### config.mk
export PLATFORM = sky130hd
export DESIGN_NAME = sel_arbiter
export DESIGN_NICKNAME = d
export VERILOG_FILES = /design/src/rtl/mux_pkg.sv /design/src/rtl/beat_counter.sv /design/src/rtl/sel_arbiter.sv
export SDC_FILE = /design/constraint.sdc
export NUM_CORES = 1
export LEC_CHECK = 0
export BUFFER_PORTS_ARGS = -buffer_cell sky130_fd_sc_hd__buf_2
export CAP_MARGIN = 10
export CORE_MARGIN = 2
export CORE_UTILIZATION = 35
export CTS_CLUSTER_DIAMETER = 60
export DETAILED_ROUTE_END_ITERATION = 10
export GPL_TIMING_DRIVEN = 0
export PLACE_DENSITY = 0.62
export SLEW_MARGIN = 20
export SYNTH_ARGS = -nofsm -noshare
export SYNTH_HDL_FRONTEND = slang
export SYNTH_SLANG_ARGS = --single-unit
### constraint.sdc
create_clock -name clk -period 2.5 [get_ports clk]
set_input_delay 0.375 -clock clk [delete_from_list [all_inputs] [get_ports clk]]
set_output_delay 0.375 -clock clk [all_outputs]
set_load 0.005 [all_outputs]
### src/rtl/mux_pkg.sv
// Shared encodings for the select arbiter and the downstream 2:1 mux.
// Latency: n/a (types and constants only).
// Backpressure: n/a.
package mux_pkg;

    // Arbiter FSM state encoding.
    typedef enum logic [1:0] {
        IDLE  = 2'd0,
        OWN_A = 2'd1,
        OWN_B = 2'd2
    } arb_state_t;

    // Mux select values: 0 routes source A, 1 routes source B.
    localparam logic SEL_A = 1'b0;
    localparam logic SEL_B = 1'b1;

endpackage

### src/rtl/beat_counter.sv
// Counts beats of the current grant and flags the final permitted beat.
// Latency: count updates on the edge after clear/enable; at_max decodes the register.
// Backpressure: none; saturates at MAX_BEATS-1 instead of wrapping.
//
// Ports:
//   clk, rst  - clock, asynchronous active-high reset
//   clear     - restart the count at 0 (wins over enable)
//   enable    - add one beat
//   count     - current beat index within the grant
//   at_max    - count has reached MAX_BEATS-1
module beat_counter #(
    parameter int MAX_BEATS = 8,
    parameter int CNT_W     = 4
) (
    input  logic             clk,
    input  logic             rst,
    input  logic             clear,
    input  logic             enable,
    output logic [CNT_W-1:0] count,
    output logic             at_max
);

    localparam logic [CNT_W-1:0] LAST_CNT = CNT_W'(MAX_BEATS - 1);
    localparam logic [CNT_W-1:0] ONE      = CNT_W'(1);

    assign at_max = (count == LAST_CNT);

    always_ff @(posedge clk or posedge rst) begin
        if (rst) begin
            count <= '0;
        end else if (clear) begin
            count <= '0;
        end else if (enable && !at_max) begin
            count <= count + ONE;
        end
    end

endmodule

### src/rtl/sel_arbiter.sv
// Round-robin owner of a 2:1 mux path with a per-grant beat cap and direct handoff.
// Latency: grant one edge after request; handoff on the release edge, no idle bubble.
// Backpressure: a source holds the mux until last, the beat cap, or dropping req.
//
// Ports:
//   clk, rst          - clock, asynchronous active-high reset
//   req_a, req_b      - source requests for the mux path
//   last              - final beat of the granted source
//   sel               - mux select (0 = A, 1 = B), held while idle
//   grant_a, grant_b  - ownership, one-hot or zero
//   busy              - a grant is active
// All outputs come straight from registers; no input reaches an output combinationally.
module sel_arbiter
    import mux_pkg::*;
#(
    parameter int MAX_BEATS = 8,
    parameter int CNT_W     = 4
) (
    input  logic clk,
    input  logic rst,
    input  logic req_a,
    input  logic req_b,
    input  logic last,
    output logic sel,
    output logic grant_a,
    output logic grant_b,
    output logic busy
);

    localparam logic [CNT_W-1:0] LAST_CNT = CNT_W'(MAX_BEATS - 1);

    arb_state_t       state_q, state_d;
    logic             prio_q, prio_d;   // 0: A wins a tie, 1: B wins a tie
    logic             sel_q, sel_d;
    logic             cnt_clear, cnt_en;
    logic [CNT_W-1:0] beat_cnt;
    logic             cnt_at_max;
    logic             cap_hit;

    beat_counter #(
        .MAX_BEATS (MAX_BEATS),
        .CNT_W     (CNT_W)
    ) u_cnt (
        .clk    (clk),
        .rst    (rst),
        .clear  (cnt_clear),
        .enable (cnt_en),
        .count  (beat_cnt),
        .at_max (cnt_at_max)
    );

    // An out-of-range count (never reached in normal operation) also forces release,
    // so a corrupted counter can never extend a grant.
    assign cap_hit = cnt_at_max || (beat_cnt > LAST_CNT);

    always_comb begin
        state_d   = state_q;
        prio_d    = prio_q;
        sel_d     = sel_q;
        cnt_clear = 1'b0;
        cnt_en    = 1'b0;

        case (state_q)
            IDLE: begin
                // last is irrelevant here: nothing is granted.
                if (req_a && (!req_b || !prio_q)) begin
                    state_d = OWN_A;
                end else if (req_b) begin
                    state_d = OWN_B;
                end
            end
            OWN_A: begin
                if (req_a && !last && !cap_hit) begin
                    cnt_en = 1'b1;
                end else begin
                    state_d = req_b ? OWN_B : IDLE;
                end
            end
            OWN_B: begin
                if (req_b && !last && !cap_hit) begin
                    cnt_en = 1'b1;
                end else begin
                    state_d = req_a ? OWN_A : IDLE;
                end
            end
            default: begin
                state_d = IDLE;
            end
        endcase

        // Entry into an owner state: restart the beat count, hand priority to the
        // other source, and move the mux select. Leaving to IDLE keeps sel as is.
        if ((state_d != state_q) && (state_d != IDLE)) begin
            cnt_clear = 1'b1;
            prio_d    = (state_d == OWN_A);
            sel_d     = (state_d == OWN_B) ? SEL_B : SEL_A;
        end
    end

    always_ff @(posedge clk or posedge rst) begin
        if (rst) begin
            state_q <= IDLE;
            prio_q  <= 1'b0;
            sel_q   <= SEL_A;
        end else begin
            state_q <= state_d;
            prio_q  <= prio_d;
            sel_q   <= sel_d;
        end
    end

    assign sel     = sel_q;
    assign grant_a = (state_q == OWN_A);
    assign grant_b = (state_q == OWN_B);
    assign busy    = (state_q != IDLE);

endmodule

**Word-level counts from Yosys, hierarchy flattened**

Cells that the tools add are included.
W data, S select, Z words.

- Bits in read-only memories: 0
- RAM bits: 0
- Memories kept: 0
- Word-level logic and storage cells: 44
- Input port bits: 5
- Output and inout port bits: 4
- Latch bits: 0
- Register bits after elaboration: 8

- Div/mod/pow operators: 0
- Shifts and indexed selects: 0
- Multiply operators: 0
- Reduce and logical (&&, ||, !) cells: 18
- Order comparisons: 1
- Mux-type cells: 14
- Add/subtract/negate cells: 1
- Eq/ne operators: 6
- Bitwise operators: 0

Operator list:

| operator | count |
|---|---|
| $mux W2 | 5 |
| $mux W4 | 2 |
| $logic_and A1 B1 Y1 | 7 |
| $pmux W2 S3 | 1 |
| $reduce_bool A2 Y1 | 3 |
| $logic_not A1 Y1 | 5 |
| $mux W1 | 5 |
| $add A4 B1 Y4 const B | 1 |
| $eq A2 B1 Y1 const B | 2 |
| $eq A2 B2 Y1 const B | 2 |
| $eq A4 B3 Y1 const B | 1 |
| $gt A4 B3 Y1 const B | 1 |
| $logic_not A2 Y1 | 1 |
| $logic_or A1 B1 Y1 | 2 |
| $ne A2 B2 Y1 | 1 |
| $pmux W1 S2 | 1 |

**Longest topological paths before layout**

Gate-level depths: netlist of run 1.

- Depth after elaboration: 10
- Gate-level depth with buffers: 8
- Depth with buffers taken out: 8

**Cells and area by module**

A second synthesis of run 1 with hierarchy kept.

- Cell total of the unflattened synthesis: 67
- Area total of the unflattened synthesis: 640.6 sq um

By module, submodules not included:

| module | instances | sequential area each (sq um) | area each (sq um) | cells an instance |
|---|---|---|---|---|
| sel_arbiter | 1 | 100.1 | 425.4 | 46 |
| beat_counter | 1 | 100.1 | 215.2 | 21 |

**Least setup slack after synthesis of run 1**

OpenSTA, ideal clock, no wires.

- Path type: register -> register
- Start: register state_q[0]
- End: register prio_q
- Arrival: 1817 ps
- Slack: 564 ps
- Required time: 2380 ps
- Stages on the path, launching flop included: 9
- Period minus slack after synthesis: 1936 ps
- Library setup time: 120 ps
- Cell sequence: dfrtp_1 -> inv_1 -> ha_1 -> a22oi_1 -> o22ai_2 -> a311o_2 -> nand2_2 -> a221oi_2 -> a31o_1

- Elaborated cells between the ends (all ways): 12
- Classes of those cells: 4 x eq/ne; 5 x mux; 3 x reduce/logical

RTL lines:

| element | line | RTL |
|---|---|---|
| start, declared | sel_arbiter.sv:32 | `arb_state_t state_q, state_d;` |
| start signal, assigned | sel_arbiter.sv:106 | `state_q <= state_d;` |
| $eq A2 B2 Y1 * | -- |  |
| named net grant_b | sel_arbiter.sv:26 | `output logic grant_b,` |
| $pmux W2 S3 * | sel_arbiter.sv:63 | `case (state_q)` |
| $ne A2 B2 Y1 or $reduce_bool A2 Y1 (tied branches) | sel_arbiter.sv:93 | `if ((state_d != state_q) && (state_d != IDLE)) begin` |
| $logic_and A1 B1 Y1 | sel_arbiter.sv:93 |  |
| end signal, assigned | sel_arbiter.sv:107 | `prio_q <= prio_d;` |
| end, declared | sel_arbiter.sv:33 | `logic prio_q, prio_d;` |

The timed path passes the listed nets; every way through them passes the cells marked *.
A chain may end at the register's enable or synchronous reset.

**Final worst setup path of run 1**

- Start: register state_q[0]
- End: register prio_q

- Cells in the longest elaborated chain, start to end: 5
- Elaborated cells between the ends (all ways): 12
- Classes of those cells: 4 x eq/ne; 5 x mux; 3 x reduce/logical

RTL lines:

| element | line | RTL |
|---|---|---|
| $mux W2 | sel_arbiter.sv:68 | `end else if (req_b) begin` |
| $mux W2 | sel_arbiter.sv:66 | `if (req_a && (!req_b \|\| !prio_q)) begin` |
| $pmux W2 S3 | sel_arbiter.sv:63 |  |
| $ne A2 B2 Y1 or $reduce_bool A2 Y1 (tied branches) | sel_arbiter.sv:93 |  |
| $logic_and A1 B1 Y1 | sel_arbiter.sv:93 |  |

Several ways; a longest one is shown, not always the timed one.

==> impl_metrics.csv, run 1 <==
group,metric,value,unit
run_status,status,"complete, no violations",
floorplan,floorplan.initialDensity,36.6,%
global_route,antenna_found_initial,0,
yosys,synth.cell_area,618,µm²
power,power_density,1080,nW/µm²
floorplan,placement_rows,15,
routing,route.detailed.vias_per_inst,5.40,
power,ir_worst_vdd,0.000510,V
yosys,syn_nets,69,
routing,postRouteAntennaNets,0,
cts,post_cts_resize_count,0,
cts,clock_latency,0.24,ns
floorplan,die_area,2120,µm²
sta,finalSetupTns,0,ns
routing,vias,470,
routing,drt_wl_total,1140,µm
sta,layout_min_cycle_time,2.15,ns
cts,tritoncts.num_buffers,3,
yosys,synth-warning-count,0,
placement,port_buf_inserts,8,
sta,max-slew-margin-rel,57.7,%
global_route,grt_first_pass_wirelength,1970,µm
global_route,grt_start_max_net_pins,10,
flow_run,number_of_max_cap_violations,0,
worst_setup_path,critPathMaxFanout,7,
worst_setup_path,crit_startpoint,"state_q[0]",
global_route,groute.usage.overall,13.1,%
yosys,yosysUniqueCellTypes,31,
worst_setup_path,critPathCaptureType,"flip-flop",
floorplan,core_region_area,1690,µm²
global_route,total_gr_overflow,0,
routing,drc,0,
worst_setup_path,r2r_start,"state_q[0]",
floorplan,fp.dieW,46.0,µm
cts,tritoncts_clock_tree,"done",
worst_setup_path,critical_path.top_delay_family,"compound AO/OA/AOI/OAI gates",
worst_setup_path,arrival,2.28,ns
sta,timing.final.max_slew_violations,0,
cts,cts.hold.buffers_added,0,
worst_setup_path,critical_path_required,2.63,ns
hold_path,min-delay-path-class,"input port to asynchronous set/reset pin",
sta,fmaxAchievable,0.466,GHz
yosys,register_bit_count_reported_by_yosys,8,
floorplan,floorplan.die.height,46.0,µm
cts,clock-root-buffer,"clkbuf_4",
finish,area.growth.synth_to_final,13.6,%
sta,unrepaired_setup_endpoints_after_global_routing,"false",
routing,routedWlPerCell,13.1,µm
global_route,first_global_vias,455,
yosys,mean_instance_size_in_the_synthesized_netlist,10.5,µm²
finish,post_layout_cell_count,87,
cts,cts_htree_levels,1,
sta,worstMarginPinSlew,0.632,ns
cts,cts_buffer_depth,2,
worst_setup_path,path_class,"flip-flop to flip-flop",
sta,fin_clk_skew,0.000724,ns
floorplan,floorplan.io_pins,9,
cts,clk_pin_slew,0.05,ns
worst_setup_path,cp_cell_sequence,"inv_1 -> ha_1 -> a22oi_1 -> o22ai_2 -> a311o_2 -> nand2_2 -> a221oi_2 -> a31o_1",
cts,numClockSinks,8,
placement,dp.cells,84,
worst_setup_path,buffers_and_inverters_on_the_worst_path,1,
placement,final_hpwl_from_detailed_placement,892,µm
sta,hold_violations,0,
sta,final_period_util,85.9,%
finish,num_antenna_cells,0,
yosys,synth_seq_area_share,32.4,%
power,power.static_leakage,0.000329,µW
worst_setup_path,critical-path-max-stage-delay,0.47,ns
yosys,synth_cells,59,
placement,gpl.final_weighted_congestion,0.781,
routing,first_pass_iters,4,
worst_setup_path,timing.critical_path.from_type,"flip-flop",
worst_setup_path,cpMaxStageDelayCell,"dfrtp_1",
cts,postCtsSetupBuffers,0,
finish,drive_above_1_share,35.7,%
sta,finalSetupViolCount,0,
finish,finish.net_count,82,
routing,drt_iter0_markers,15,
-- layer usage --
layer	routed length, µm	GRT usage (%)	vias up
li1	-	-	247
met1	583	19.0	211
met2	498	17.2	10
met3	43	5.16	2
met4	17	5.14	0
met5	0	0	-
-- layout by cell type, fill, tap and decap left out --
| master | count |
|---|---|
| and3_2 | 2 |
| a31o_1 | 1 |
| a21boi_1 | 2 |
| o221ai_1 | 1 |
| a211o_1 | 1 |
| xnor2_1 | 1 |
| clkbuf_4 | 3 |
| nand2b_1 | 1 |
| o21bai_1 | 2 |
| o22ai_2 | 2 |
| inv_1 | 7 |
| a22oi_1 | 2 |
| mux2i_1 | 1 |
| a311o_2 | 1 |
| a211oi_4 | 1 |
| a21oi_2 | 1 |
| a21oi_4 | 1 |
| nand2_1 | 1 |
| a21oi_1 | 4 |
| nor2b_1 | 1 |
| nor2_2 | 1 |
| o41ai_2 | 1 |
| a22o_4 | 1 |
| a41oi_1 | 1 |
| dfrtp_1 | 8 |
| a221oi_2 | 1 |
| nor3b_1 | 1 |
| nand2_2 | 1 |
| o21ai_2 | 1 |
| buf_2 | 8 |
| ha_1 | 5 |
| nand3_1 | 1 |
| nor2_1 | 4 |
-- cells by family (layout without fill, tap and decap cells) --
kind of cell    after synthesis  in the layout  share of synthesized area, %
compound gates               24             24                          38.7
simple gates                 13             13                          11.5
flops                         8              8                          32.4
buf+inv                       7             18                          4.25
fa+ha+maj                     5              5                          10.1
xor+xnor                      1              1                          1.42
mux                           1              1                          1.62
-- final timing paths --
path / to / slack [ns] / depth (start not counted)
max: prio_q / 0.35 / 8
min: u_cnt.count[2] / 0.06 / 2
max reg2reg: prio_q / 0.35 / 8
min reg2reg: sel / 0.55 / 2
max in group asynchronous: state_q[0] / 2.22 / 2
min in group clk: sel / 0.55 / 2
-- area by class of cell --
type                    count  area (µm²)
clock buffers               3        22.5
fillers                   174         987
inverters                   7        26.3
multi-input cells          44         392
flip-flops and latches      8         200
well taps                  17        21.3
repair buffers              8        40.0
-- cell usage after synthesis (all sizes together) --
cell type	count	area, µm²
nor3b	1	7.51
and3	2	15.0
nand2b	1	6.26
mux2i	1	10.0
a311o	1	11.3
a221oi	1	15.0
a21oi	6	45.1
nand3	1	5.00
o21bai	2	15.0
inv	7	26.3
nand2	2	10.0
dfrtp	8	200
ha	5	62.6
o21ai	1	8.76
a22oi	2	15.0
nor2b	1	6.26
a21boi	2	15.0
a211oi	1	20.0
o22ai	2	25.0
a22o	1	17.5
xnor2	1	8.76
o221ai	1	8.76
o41ai	1	16.3
a31o	1	8.76
nor2	5	21.3
a211o	1	8.76
a41oi	1	8.76
-- report_power, final --
part / switching (µW) / internal [µW]
logic: 249 / 201
registers: 43.5 / 169
clock network: 37.5 / 54.5
-- stage by stage --
step                      instance area (µm²)  setup slack [ns]  hold slack, ns  utilization (%)  power (µW)
after floorplan                           618             0.564           0.191                -         562
after global placement                    679             0.360           0.323             40.2         664
after detailed placement                  679             0.368           0.329             40.2         666
after CTS                                 702             0.353          0.0603             41.6         766
after global routing                      702             0.223          0.0769             41.6         830
final                                     702             0.353          0.0600             41.6         755
-- registers in the layout, summed over array words and instances, names as in the netlist --
name         count
prio_q           1
sel              1
state_q          2
u_cnt.count      4
Power figures use the tool's default switching activity.
==> run 2, diff against run 1 <==
--- a/config.mk
+++ b/config.mk
@@ -7,12 +7,12 @@
 export LEC_CHECK = 0
 export BUFFER_PORTS_ARGS = -buffer_cell sky130_fd_sc_hd__buf_2
 export CAP_MARGIN = 10
-export CORE_MARGIN = 2
-export CORE_UTILIZATION = 35
+export CORE_AREA = 4 4 41 43
 export CTS_CLUSTER_DIAMETER = 60
 export DETAILED_ROUTE_END_ITERATION = 10
+export DIE_AREA = 0 0 45 47
 export GPL_TIMING_DRIVEN = 0
-export PLACE_DENSITY = 0.62
+export PLACE_DENSITY = 0.76
 export SLEW_MARGIN = 20
 export SYNTH_ARGS = -nofsm -noshare
 export SYNTH_HDL_FRONTEND = slang
==> impl_metrics.csv, run 2 (synthesis results as in run 1) <==
group,metric,value,unit
sta,worstMarginPinSlew,0.633,ns
global_route,groute.usage.overall,13.4,%
sta,fin_clk_skew,0.00229,ns
sta,layout_min_cycle_time,2.16,ns
routing,postRouteAntennaNets,0,
routing,drt_iter0_markers,9,
cts,clock-root-buffer,"clkbuf_4",
worst_setup_path,critical_path_required,2.68,ns
sta,finalSetupViolCount,0,
cts,post_cts_resize_count,0,
worst_setup_path,arrival,2.34,ns
power,power_frac_clock,13.1,%
worst_setup_path,critical-path-max-stage-delay,0.51,ns
hold_path,min-delay-path-class,"input port to asynchronous set/reset pin",
cts,cts.hold.buffers_added,0,
worst_setup_path,buffers_and_inverters_on_the_worst_path,1,
run_status,status,"complete, no violations",
placement,gpl.final_weighted_congestion,0.840,
power,power.share.sequential,28.1,%
floorplan,placement_rows,13,
routing,drt_wl_total,1170,µm
sta,timing.final.max_slew_violations,0,
cts,clk_pin_slew,0.05,ns
global_route,antenna_found_initial,0,
worst_setup_path,critical_path.top_delay_family,"compound AO/OA/AOI/OAI gates",
finish,reg.largest.list,"u_cnt.count x4, state_q x2",
routing,route.detailed.vias_per_inst,5.86,
finish,largest_reg_by_ff_count,"u_cnt.count",
flow_run,number_of_max_cap_violations,0,
global_route,grt_start_max_net_pins,10,
worst_setup_path,path_class,"flip-flop to flip-flop",
power,switching_power,337,µW
finish,layout.cell_area.non_filler,699,µm²
routing,first_pass_iters,4,
global_route,grt_first_pass_wirelength,2000,µm
finish,finish.net_count,82,
sta,finalSetupTns,0,ns
finish,area.growth.synth_to_final,13.2,%
finish,layout.filler_cells,128,
sta,unrepaired_setup_endpoints_after_global_routing,"false",
finish,drive_above_1_share,35.7,%
cts,tritoncts.num_buffers,3,
global_route,total_gr_overflow,0,
power,power_density,1090,nW/µm²
worst_setup_path,timing.critical_path.from_type,"flip-flop",
power,ir_worst_vdd,0.000561,V
worst_setup_path,cp_cell_sequence,"inv_1 -> ha_1 -> a22oi_1 -> o22ai_2 -> a22oi_1 -> nor2_2 -> a22o_4 -> o22ai_2",
routing,vias,498,
worst_setup_path,critPathMaxFanout,7,
floorplan,fp.dieW,45,µm
floorplan,floorplan.die.height,47,µm
finish,largest_register_ffs,4,
routing,drc,0,
global_route,first_global_vias,462,
power,internal_power,425,µW
floorplan,floorplan.io_pins,9,
floorplan,floorplan.initialDensity,47.5,%
cts,postCtsSetupBuffers,0,
sta,hold_violations,0,
worst_setup_path,critPathCaptureType,"flip-flop",
finish,layout.cells.most_common_list,"8 x buf_2, 8 x dfrtp_1, 7 x inv_1",
cts,tritoncts_clock_tree,"done",
sta,fmaxAchievable,0.462,GHz
sta,final_period_util,86.5,%
finish,num_antenna_cells,0,
worst_setup_path,cpMaxStageDelayCell,"dfrtp_1",
power,power.static_leakage,0.000329,µW
cts,cts_htree_levels,1,
cts,cts_buffer_depth,2,
cts,clock_latency,0.25,ns
power,share_comb_of_total_power,58.8,%
placement,port_buf_inserts,8,
placement,final_hpwl_from_detailed_placement,888,µm
cts,numClockSinks,8,
power,switching_share,44.2,%
floorplan,core_region_area,1300,µm²
routing,routedWlPerCell,13.7,µm
placement,placed_cell_area,677,µm²
sta,max-slew-margin-rel,57.7,%
floorplan,die_area,2120,µm²
## run 2: cell counts in the layout (fill, tap and decap cells not counted)
Identical to the previous run, type by type.
## run 2: final cells by class
type | count | area, µm² | share of cell area, %
Sequential cell | 8 | 200 | 28.6
Timing Repair Buffer | 8 | 40.0 | 5.72
Clock buffer | 3 | 22.5 | 3.22
Inverter | 7 | 26.3 | 3.76
Multi-Input combinational cell | 44 | 392 | 56.0
Tap cell | 15 | 18.8 | 2.68
## run 2: per-layer routing
metal	GRT usage, %	wire (µm)
met1	15.3	552
met2	19.8	499
met3	4.60	82
met4	12.3	32
met5	0	0
## run 2: metrics by stage
stage	worst slack, ns	instances	hold WS, ns	utilization, %	total power (µW)
6_report	0.337	85	0.0488	53.8	762
5_1_grt	0.162	85	0.0667	53.8	828
4_1_cts	0.330	85	0.0506	53.8	770
3_5_place_dp	0.354	82	0.334	52.0	664
3_3_place_gp	0.374	82	0.323	52.0	657
2_1_floorplan	0.564	59	0.191	-	562
## run 2: final timing paths
kind	from	end	slack, ns	depth (start not counted)
min reg2reg	sel	sel	0.55	2
max	state_q[0]	sel	0.34	8
max reg2reg	state_q[0]	sel	0.34	8
min	rst	u_cnt.count[1]	0.05	2
max in group asynchronous	rst	state_q[1]	2.22	2
min in group clk	sel	sel	0.55	2
## run 2: power groups by stage
stage	Combinational, µW	Clock (µW)	Sequential [µW]
2_1_floorplan	356	0	206
3_3_place_gp	442	0	215
3_5_place_dp	448	0	215
4_1_cts	453	104	214
5_1_grt	497	113	219
6_report	448	99.5	215
